<file path="config.mk">
export PLATFORM = sky130hd
export DESIGN_NAME = spi_xfer_counter_flat
export DESIGN_NICKNAME = d
export VERILOG_FILES = /design/src/rtl/spi_xfer_counter_if.sv /design/src/rtl/spi_xfer_counter.sv /design/src/flat_wrapper.sv
export SDC_FILE = /design/constraint.sdc
export NUM_CORES = 1
export LEC_CHECK = 0
export BUFFER_PORTS_ARGS = -buffer_cell sky130_fd_sc_hd__buf_2
export CAP_MARGIN = 20
export CORE_MARGIN = 5
export CORE_UTILIZATION = 54
export DETAILED_ROUTE_END_ITERATION = 6
export GPL_TIMING_DRIVEN = 0
export HOLD_SLACK_MARGIN = 0.15
export PLACE_DENSITY = 0.82
export SYNTH_ARGS = -nofsm -noshare
export SYNTH_HDL_FRONTEND = slang
export SYNTH_SLANG_ARGS = --single-unit
</file>
<file path="constraint.sdc">
create_clock -name clk_i -period 3.9 [get_ports clk_i]
set_input_delay 0.975 -clock clk_i [delete_from_list [all_inputs] [get_ports clk_i]]
set_output_delay 0.975 -clock clk_i [all_outputs]
set_load 0.1 [all_outputs]
</file>
<file path="src/rtl/spi_xfer_counter_if.sv">
// rtl/spi_xfer_counter_if.sv - control/status bundle between SPI control register and transfer sequencer
interface spi_xfer_counter_if #(
    parameter int CNT_W = 10,
    parameter int N_CS  = 4
);
    logic                     start_i;
    logic [CNT_W-2:0]         n_tx_end_i;
    logic [$clog2(N_CS)-1:0]  cs_sel_i;
    logic                     byte_done_i;
    logic                     abort_i;
    logic                     busy_o;
    logic [CNT_W-1:0]         cnt_o;
    logic                     last_byte_o;
    logic                     fin_trans_o;
    logic                     aborted_o;
    logic [N_CS-1:0]          cs_n_o;

    modport master (
        output start_i, n_tx_end_i, cs_sel_i, byte_done_i, abort_i,
        input  busy_o, cnt_o, last_byte_o, fin_trans_o, aborted_o, cs_n_o
    );

    modport slave (
        input  start_i, n_tx_end_i, cs_sel_i, byte_done_i, abort_i,
        output busy_o, cnt_o, last_byte_o, fin_trans_o, aborted_o, cs_n_o
    );
endinterface

</file>
<file path="src/rtl/spi_xfer_counter.sv">
// rtl/spi_xfer_counter.sv - SPI multi-byte transfer sequencer with byte counter and chip-select framing
// Optional abort support is enabled by defining SPI_XFER_ABORT_EN.
module spi_xfer_counter #(
    parameter int CNT_W = 10,
    parameter int N_CS  = 4
) (
    input  logic                clk_i,
    input  logic                rst,
    spi_xfer_counter_if.slave   bus
);
    localparam int SEL_W = $clog2(N_CS);

    typedef enum logic [1:0] {
        IDLE = 2'd0,
        RUN  = 2'd1,
        DONE = 2'd2
    } state_t;

    state_t             state, state_nxt;
    logic [CNT_W-2:0]   n_end_q;
    logic [SEL_W-1:0]   sel_q;
    logic [SEL_W-1:0]   sel_d;
    logic [CNT_W-1:0]   cnt_q;
    logic               hit_end;
    logic               abort_hit;
    logic               busy_q, busy_d;
    logic               fin_q, fin_d;
    logic               aborted_q, aborted_d;
    logic [N_CS-1:0]    cs_n_q, cs_n_d;

    assign hit_end = (cnt_q == {1'b0, n_end_q});

`ifdef SPI_XFER_ABORT_EN
    assign abort_hit = (state == RUN) && bus.abort_i;
`else
    assign abort_hit = 1'b0;
`endif

    always_ff @(posedge clk_i) begin
        if (!rst) state <= IDLE;
        else      state <= state_nxt;
    end

    always_comb begin
        state_nxt = state;
        case (state)
            IDLE: if (bus.start_i) state_nxt = RUN;
            RUN: begin
                // abort takes priority over a coincident final byte
                if (abort_hit)                         state_nxt = IDLE;
                else if (bus.byte_done_i && hit_end)   state_nxt = DONE;
            end
            DONE:    state_nxt = IDLE;
            default: state_nxt = IDLE;
        endcase
    end

    // Registered outputs are computed from the upcoming state so they align with it.
    always_comb begin
        sel_d     = (state == IDLE) ? bus.cs_sel_i : sel_q;
        busy_d    = (state_nxt != IDLE);
        fin_d     = (state_nxt == DONE);
        aborted_d = abort_hit;
        cs_n_d    = '1;
        if (state_nxt == RUN) cs_n_d[sel_d] = 1'b0;
    end

    always_ff @(posedge clk_i) begin
        if (!rst) begin
            n_end_q   <= '0;
            sel_q     <= '0;
            cnt_q     <= '0;
            busy_q    <= 1'b0;
            fin_q     <= 1'b0;
            aborted_q <= 1'b0;
            cs_n_q    <= '1;
        end else begin
            if (state == IDLE && bus.start_i) begin
                n_end_q <= bus.n_tx_end_i;
                sel_q   <= bus.cs_sel_i;
                cnt_q   <= '0;
            end else if (state == RUN && bus.byte_done_i && !abort_hit) begin
                cnt_q   <= cnt_q + 1'b1;
            end
            busy_q    <= busy_d;
            fin_q     <= fin_d;
            aborted_q <= aborted_d;
            cs_n_q    <= cs_n_d;
        end
    end

    assign bus.busy_o      = busy_q;
    assign bus.cnt_o       = cnt_q;
    assign bus.last_byte_o = (state == RUN) && hit_end;
    assign bus.fin_trans_o = fin_q;
    assign bus.aborted_o   = aborted_q;
    assign bus.cs_n_o      = cs_n_q;
endmodule

</file>
<file path="src/flat_wrapper.sv">
// flat-port wrapper written by rule: the top's interface ports become plain ports
module spi_xfer_counter_flat 
#(
    parameter int CNT_W = 10,
    parameter int N_CS  = 4
)
  (clk_i, rst, bus_start_i, bus_n_tx_end_i, bus_cs_sel_i, bus_byte_done_i, bus_abort_i, bus_busy_o, bus_cnt_o, bus_last_byte_o, bus_fin_trans_o, bus_aborted_o, bus_cs_n_o);
  spi_xfer_counter_if #(.CNT_W(CNT_W), .N_CS(N_CS)) bus_i ();
  input  logic clk_i;
  input  logic rst;
  input wire logic [$bits(bus_i.start_i)-1:0] bus_start_i;
  input wire logic [$bits(bus_i.n_tx_end_i)-1:0] bus_n_tx_end_i;
  input wire logic [$bits(bus_i.cs_sel_i)-1:0] bus_cs_sel_i;
  input wire logic [$bits(bus_i.byte_done_i)-1:0] bus_byte_done_i;
  input wire logic [$bits(bus_i.abort_i)-1:0] bus_abort_i;
  output wire logic [$bits(bus_i.busy_o)-1:0] bus_busy_o;
  output wire logic [$bits(bus_i.cnt_o)-1:0] bus_cnt_o;
  output wire logic [$bits(bus_i.last_byte_o)-1:0] bus_last_byte_o;
  output wire logic [$bits(bus_i.fin_trans_o)-1:0] bus_fin_trans_o;
  output wire logic [$bits(bus_i.aborted_o)-1:0] bus_aborted_o;
  output wire logic [$bits(bus_i.cs_n_o)-1:0] bus_cs_n_o;
  assign bus_i.start_i = bus_start_i;
  assign bus_i.n_tx_end_i = bus_n_tx_end_i;
  assign bus_i.cs_sel_i = bus_cs_sel_i;
  assign bus_i.byte_done_i = bus_byte_done_i;
  assign bus_i.abort_i = bus_abort_i;
  assign bus_busy_o = bus_i.busy_o;
  assign bus_cnt_o = bus_i.cnt_o;
  assign bus_last_byte_o = bus_i.last_byte_o;
  assign bus_fin_trans_o = bus_i.fin_trans_o;
  assign bus_aborted_o = bus_i.aborted_o;
  assign bus_cs_n_o = bus_i.cs_n_o;
  spi_xfer_counter #(.CNT_W(CNT_W), .N_CS(N_CS)) u_core (.clk_i(clk_i), .rst(rst), .bus(bus_i));
endmodule
</file>
==> impl_metrics.toml, run 1 <==
[critical_path]
max_stage_delay_ns = 0.44
setup.worst_path.class = "reg2out"
timing.critical_path.cells = "clkbuf_2 > xor2_1 > nor4_1 > nand3_1 > nor3b_4 > buf_2"
crit_path_dat_ns = 2.12
critical_path_capture_point_type = "output pin"
cpLargestDelayFamily = "simple AND/OR/NAND/NOR gates"
cp_max_fo = 6
cp_num_buf_inv = 2
element_type_at_the_critical_path_start = "flop"
slowest_stage = "sky130_fd_sc_hd__buf_2"
critical_path_required_ns = 2.92

[sta]
rsz0062_at_grt = "false"
final-setup-viol-count = 0
hold_viol_final = 0
setup_tns_ns = 0
final.hold.worst_slack_ns = 0.4576
layout_worst_path_cycle_share_pct = 79.29
timing_max_transition_violations_final = 0
max_freq_ghz = 0.3234
period_needed_ns = 3.092
maximum_clock_skew_at_final_layout_ns = 0.005357

[route]
routed_wire_length_mm = 2.499
ant_nets = 0
drtPass1Iterations = 4
drt_first_iter_violations = 30
dr_total_vias = 1062
drt_drc = 0
routed_wire_length_per_instance_um = 11.96
routed_via_density = 5.081

[global_routing]
grt_pass1_wl_mm = 4.388
grt_max_degree = 11
grt.total_usage_pct = 17.17
gr-total-overflow = 0
grt_antenna_before_repair = 0
first_global_vias = 1032

[finish]
number_of_inserted_diodes = 0
final_cell_mix = "sky130_fd_sc_hd__buf_2, sky130_fd_sc_hd__nand2_1, sky130_fd_sc_hd__dfxtp_1"
fraction_of_final_layout_cells_with_drive_strength_greater_than_1_pct = 23.76
stdcell_count = 209
final_common_cell = "sky130_fd_sc_hd__buf_2"
finalNetCount = 197
finalCoreUtilization_pct = 67.05
layout_stage_area_growth_over_the_synthesis_result_pct = 20.53

[die]
die_height_um = 57.51
start_util_pct = 55.63
core_area_sq_um = 2191
die_width_um = 57.51
rows = 17
fp.dieArea_sq_um = 3307
io_pins = 34

[run]
maxCapViolations = 0

[clocking]
clk_pin_slew_worst_paths_ns = 0.08
max-clock-path-buffers = 2
clk-insertion-delay-late_ns = 0.32
htreeDepth = 2
total_cts_buffers = 5
cts_repair_resize_count = 0
clock-sinks = 29
cts_setup_buffers = 0
cts_hold_buf = 0
cts.root.buffer_cell = "sky130_fd_sc_hd__clkbuf_4"
cts_tree = "done"

[synth]
yosys_warnings = 0
seq_area_frac_synth_pct = 47.64
syn-cell-area_sq_um = 1219
synth_enable_flop_cells = 0
yosys_top_cell_by_area = "sky130_fd_sc_hd__dfxtp_1"
synth_async_sr_flop_share_pct = 0
synthTopCellsByArea = "sky130_fd_sc_hd__dfxtp_1, sky130_fd_sc_hd__nand2_1, sky130_fd_sc_hd__xor2_1, sky130_fd_sc_hd__xnor2_1, sky130_fd_sc_hd__nor2_1"
syn_avg_cell_area_sq_um = 8.582
syn-instance-count = 142
yosys.area.top_type_share_pct = 47.64
ys_dominant_reg_cell = "sky130_fd_sc_hd__dfxtp_1"
synth-seq-cells = 29
synth.net_count = 159
ys_types = 24

[power]
max_vdd_drop_mv = 0.2836
power.static_leakage_nw = 0.6733
power_density_nw_per_um2 = 409.4

[outcome]
status = "complete, no violations"

[placed_design]
dp.final_hpwl_mm = 1.942
io_buffer_count = 31
gpl.final_weighted_congestion = 0.8314
placed_cells = 201

[hold_path]
hp-class = "reg2reg"
synth_stat cells (all sizes together), types with 2 or more instances:
library cell / instances
nand2: 30
nor3: 6
xor2: 11
nor4: 4
a21oi: 11
dfxtp: 29
nand4: 3
mux2i: 3
xnor2: 7
nor2: 15
clkbuf: 2
buf: 3
nand3: 4
nor3b: 4
inv: 3
worst paths after layout:
check | slack [ns] | to | start | cells past startpoint
worst max register to register | 2.37 | u_core.state[0]$_SDFF_PN0_ | u_core.bus.cnt_o[5]$_SDFFE_PP0P_ | 5
worst max-delay path | 0.81 | bus_last_byte_o | u_core.bus.cnt_o[5]$_SDFFE_PP0P_ | 6
worst min register to register | 0.46 | u_core.sel_q[1]$_SDFFE_PN0P_ | u_core.sel_q[1]$_SDFFE_PN0P_ | 2
worst min-delay path | 0.46 | u_core.sel_q[1]$_SDFFE_PN0P_ | u_core.sel_q[1]$_SDFFE_PN0P_ | 2
state kept, by name, summed over array words and instances, names as in the netlist:
signal / count
u_core.bus.cnt_o: 10
u_core.n_end_q: 9
u_core.bus.cs_n_o: 4
u_core.sel_q: 2
u_core.state: 2
u_core.bus.busy_o: 1
u_core.bus.fin_trans_o: 1
logic make-up (layout without fill, tap and decap cells):
kind of cell             after synthesis  after routing  synth area share (%)
AO/OA/AOI/OAI                         11             11                 4.517
XOR/XNOR                              18             18                 12.94
adder cells (fa/ha/maj)                1              1                 1.027
buffers and inverters                  8             47                 3.080
flip-flops                            29             29                 47.64
multiplexers                           3              3                 2.464
other                                  1              1                0.3077
AND/OR/NAND/NOR                       71             71                 28.03
routing by layer:
layer	track usage, %	vias to the layer above	wire, um
met5	0	-	0
met1	18.82	483	1023
met4	8.278	0	49
met3	6.787	7	156
li1	-	544	-
met2	28.71	28	1269
power breakdown:
part,switching (W),total (W),leakage [nW],internal (W)
registers,0.0000101,0.000320,0.237,0.000310
clock network,0.0000943,0.000166,0.0265,0.0000716
logic,0.0000839,0.000116,0.410,0.0000319
worst reg2reg max path, stage by stage, from the launching register on:
cell                       delay [ns]
sky130_fd_sc_hd__dfxtp_1         0.31
sky130_fd_sc_hd__clkbuf_2        0.16
sky130_fd_sc_hd__xor2_1          0.18
sky130_fd_sc_hd__nor4_1          0.27
sky130_fd_sc_hd__nand4_1         0.27
sky130_fd_sc_hd__and2_2          0.25
metrics by stage:
step / cell area (sq um) / power, W / setup WS (ns)
5_1_grt: 1469 / 0.0006353 / 0.6278
3_5_place_dp: 1420 / 0.0004428 / 1.139
2_1_floorplan: 1230 / 0.0004177 / 0.3284
4_1_cts: 1469 / 0.0006100 / 0.7722
6_report: 1469 / 0.0006014 / 0.8077
3_3_place_gp: 1420 / 0.0004395 / 1.128
final cells by class:
cell class / count / area, sq um
Fill cell: 196 / 721.9
Multi-Input combinational cell: 105 / 611.8
Sequential cell: 29 / 580.6
Timing Repair Buffer: 31 / 155.1
Clock buffer: 8 / 48.80
Tap cell: 28 / 35.03
Buffer: 5 / 26.28
Inverter: 3 / 11.26
No activity file was read; power rests on OpenSTA's default activity.
==> run 2, diff against run 1 <==
- ABC_AREA: not set -> 1
- CORE_UTILIZATION: 54 -> 51
- PLACE_DENSITY: 0.82 -> 0.77
- clock period: 3.9 -> 2.9 ns (I/O delays scaled with it)
==> run 2 against run 1 <==
  * First-iteration DRC count up 120%
  * Wire length up 21%
  * Utilization down 3.2 points
  * Power up 41%
  * Highest routed layer unchanged
  * Synthesized cell count up 30%
  * Flip-flop and latch count unchanged
  * Clock power up 48%
  * Largest power group unchanged
  * Largest cell class unchanged
  * Cell area up 8.7%
==> impl_metrics.toml, run 2 <==
[sta]
rsz0062_at_grt = "false"
final-setup-viol-count = 0
maximum_clock_skew_at_final_layout_ns = 0.01178
period_needed_ns = 2.610
timing_max_transition_violations_final = 0
setup_tns_ns = 0
hold_viol_final = 0
layout_worst_path_cycle_share_pct = 90.00
max_freq_ghz = 0.3831

[synth]
netlist_top_cells_count = "sky130_fd_sc_hd__nand2_1, sky130_fd_sc_hd__dfxtp_1, sky130_fd_sc_hd__nor2_1, sky130_fd_sc_hd__inv_1, sky130_fd_sc_hd__o21ai_0"
seq_area_frac_synth_pct = 43.28
yosys.area.top_type_share_pct = 43.28
syn-instance-count = 185
synth.most_common_cell = "sky130_fd_sc_hd__nand2_1"
yosys_warnings = 0
yosys_top_cell_by_area = "sky130_fd_sc_hd__dfxtp_1"
syn-cell-area_sq_um = 1341
synth_enable_flop_cells = 0
ys_dominant_reg_cell = "sky130_fd_sc_hd__dfxtp_1"
synth_async_sr_flop_share_pct = 0
syn_avg_cell_area_sq_um = 7.250
synth-seq-cells = 29
synth.net_count = 202
synthTopCellsByArea = "sky130_fd_sc_hd__dfxtp_1, sky130_fd_sc_hd__nand2_1, sky130_fd_sc_hd__nor2_1, sky130_fd_sc_hd__o21ai_0, sky130_fd_sc_hd__inv_1"
ys_types = 28

[global_routing]
grt_max_degree = 11
grt_antenna_before_repair = 0
first_global_vias = 1228
grt_pass1_wl_mm = 5.119
grt.total_usage_pct = 18.80
gr-total-overflow = 0

[hold_path]
hold-path-endpoint = "u_core.sel_q[1]$_SDFFE_PN0P_"
whs_path_depth = 2
hold_path_startpoint = "u_core.sel_q[1]$_SDFFE_PN0P_"
hp-class = "reg2reg"

[route]
ant_nets = 0
routed_wire_length_mm = 3.035
routed_via_density = 5.040
routed_wire_length_per_instance_um = 12.00
drt_drc = 0
dr_total_vias = 1275
drtPass1Iterations = 4
drt_first_iter_violations = 66

[finish]
final_cell_mix = "sky130_fd_sc_hd__nand2_1, sky130_fd_sc_hd__buf_2, sky130_fd_sc_hd__dfxtp_1"
finalNetCount = 240
number_of_inserted_diodes = 0
number_of_flip_flops_under_the_largest_register_name = 10
fraction_of_final_layout_cells_with_drive_strength_greater_than_1_pct = 25.56
layout_stage_area_growth_over_the_synthesis_result_pct = 19.03
final_common_cell = "sky130_fd_sc_hd__nand2_1"
final_area_sq_um = 1597

[power]
power_density_nw_per_um2 = 530.9
p_total_w = 0.0008476
power.static_leakage_nw = 0.7168
p_sw_share_pct = 31.78
netSwitchingPower_w = 0.0002694
seq_power_share_pct = 50.7
max_vdd_drop_mv = 0.3954
pwr-share-clk_pct = 28.9
comb_power_share_pct = 20.4
p_int_w = 0.0005782

[critical_path]
critical_path_capture_point_type = "output pin"
cp_max_fo = 5
setup.worst_path.class = "reg2out"
timing.rr.end = "u_core.bus.cnt_o[6]$_SDFFE_PP0P_"
reg2reg_from = "u_core.bus.cnt_o[0]$_SDFFE_PP0P_"
element_type_at_the_critical_path_start = "flop"
crit_path_dat_ns = 1.88
critical_path_required_ns = 2.17
rrSetupSlack_ns = 1.48
r2r.worst_path.cells = 7

[clocking]
htreeDepth = 2
total_cts_buffers = 5
cts_setup_buffers = 0
cts_repair_resize_count = 0
max-clock-path-buffers = 2
cts_hold_buf = 0
cts_tree = "done"
cts.root.buffer_cell = "sky130_fd_sc_hd__clkbuf_4"
clk_pin_slew_worst_paths_ns = 0.09
clock-sinks = 29
clk-insertion-delay-late_ns = 0.33

[placed_design]
cell_area_after_placement_sq_um = 1541
gpl.final_weighted_congestion = 0.8332
dp.final_hpwl_mm = 2.291
io_buffer_count = 31

[outcome]
status = "complete, no violations"

[die]
core_area_sq_um = 2500
io_pins = 34
die_width_um = 61.29
die_height_um = 61.29
rows = 18
fp.dieArea_sq_um = 3756
start_util_pct = 53.65

[run]
maxCapViolations = 0
-- run 2: changes by cell type in the layout (fill, tap and decap cells not counted), moves of 4 or more --
cell	before	now
sky130_fd_sc_hd__nor4_1	4	0
sky130_fd_sc_hd__nand3_1	4	8
sky130_fd_sc_hd__inv_2	0	4
sky130_fd_sc_hd__inv_1	3	21
sky130_fd_sc_hd__o21ai_0	0	16
sky130_fd_sc_hd__nor2_1	15	21
sky130_fd_sc_hd__xor2_1	11	2
sky130_fd_sc_hd__nand2_1	30	36
-- run 2: worst max-delay path by stage --
stage / startpoint / to / depth (start not counted)
2_1_floorplan: u_core.bus.cnt_o[1]$_SDFFE_PP0P_ / bus_last_byte_o / 8
3_3_place_gp: u_core.bus.cnt_o[6]$_SDFFE_PP0P_ / bus_last_byte_o / 6
3_5_place_dp: u_core.bus.cnt_o[5]$_SDFFE_PP0P_ / bus_last_byte_o / 6
4_1_cts: u_core.bus.cnt_o[5]$_SDFFE_PP0P_ / bus_last_byte_o / 6
5_1_grt: u_core.bus.cnt_o[0]$_SDFFE_PP0P_ / bus_last_byte_o / 9
6_report: u_core.bus.cnt_o[1]$_SDFFE_PP0P_ / bus_last_byte_o / 9
-- run 2: power groups by stage --
stage | combinational [W] | sequential [W] | clock (W)
after CTS | 0.000171 | 0.000430 | 0.000258
after detailed placement | 0.000171 | 0.000439 | 0
after global routing | 0.000188 | 0.000433 | 0.000280
final | 0.000173 | 0.000430 | 0.000245
after global placement | 0.000167 | 0.000438 | 0
after floorplan | 0.0000930 | 0.000481 | 0
-- run 2: cell families (layout without fill, tap and decap cells) --
kind of cell             Yosys count  count (layout)  synth area share [%]
XOR/XNOR                           6               6                 3.918
AO/OA/AOI/OAI                     31              31                 12.03
adder cells (fa/ha/maj)            1               1                0.9327
flip-flops                        29              29                 43.28
other                              1               1                0.2796
buffers and inverters             29              67                 9.048
AND/OR/NAND/NOR                   88              88                 30.51
-- run 2: final cells by class --
cell class              instances  area, sq um
multi-input cells             127        646.9
inverters                      25        93.84
clock buffers                   7        55.05
plain buffers                   4        27.53
well taps                      30        37.54
repair buffers                 31        155.1
fillers                       229        903.4
flip-flops and latches         29        580.6
-- run 2: metal layers --
metal  global-route usage [%]  vias up  part of all wire [%]
met5                        0        -                     0
li1                         -      657                     -
met4                    9.598        0                   2.1
met1                    22.38      576                    45
met3                    6.289        6                   5.9
met2                    30.06       36                    47
-- run 2: worst max-delay path, stage by stage (launching register included) --
cell and delay, ns:
sky130_fd_sc_hd__dfxtp_1 0.43, sky130_fd_sc_hd__inv_1 0.10, sky130_fd_sc_hd__nand2_1 0.07, sky130_fd_sc_hd__nand2_1 0.05
sky130_fd_sc_hd__nor2_1 0.11, sky130_fd_sc_hd__nand2_1 0.08, sky130_fd_sc_hd__nor2_2 0.12, sky130_fd_sc_hd__nand2_1 0.10
sky130_fd_sc_hd__nor2_4 0.08, sky130_fd_sc_hd__buf_2 0.42
-- run 2: stage by stage --
stage | instances | setup slack (ns) | util (%) | hold slack (ns)
CTS | 253 | 0.2794 | 63.86 | 0.4677
global placement | 246 | 0.6820 | 61.66 | 0.4370
detailed placement | 246 | 0.6572 | 61.66 | 0.4476
global route | 253 | 0.1489 | 63.86 | 0.4984
floorplan | 185 | 0.07301 | - | 0.4231
finish | 253 | 0.2900 | 63.86 | 0.4606
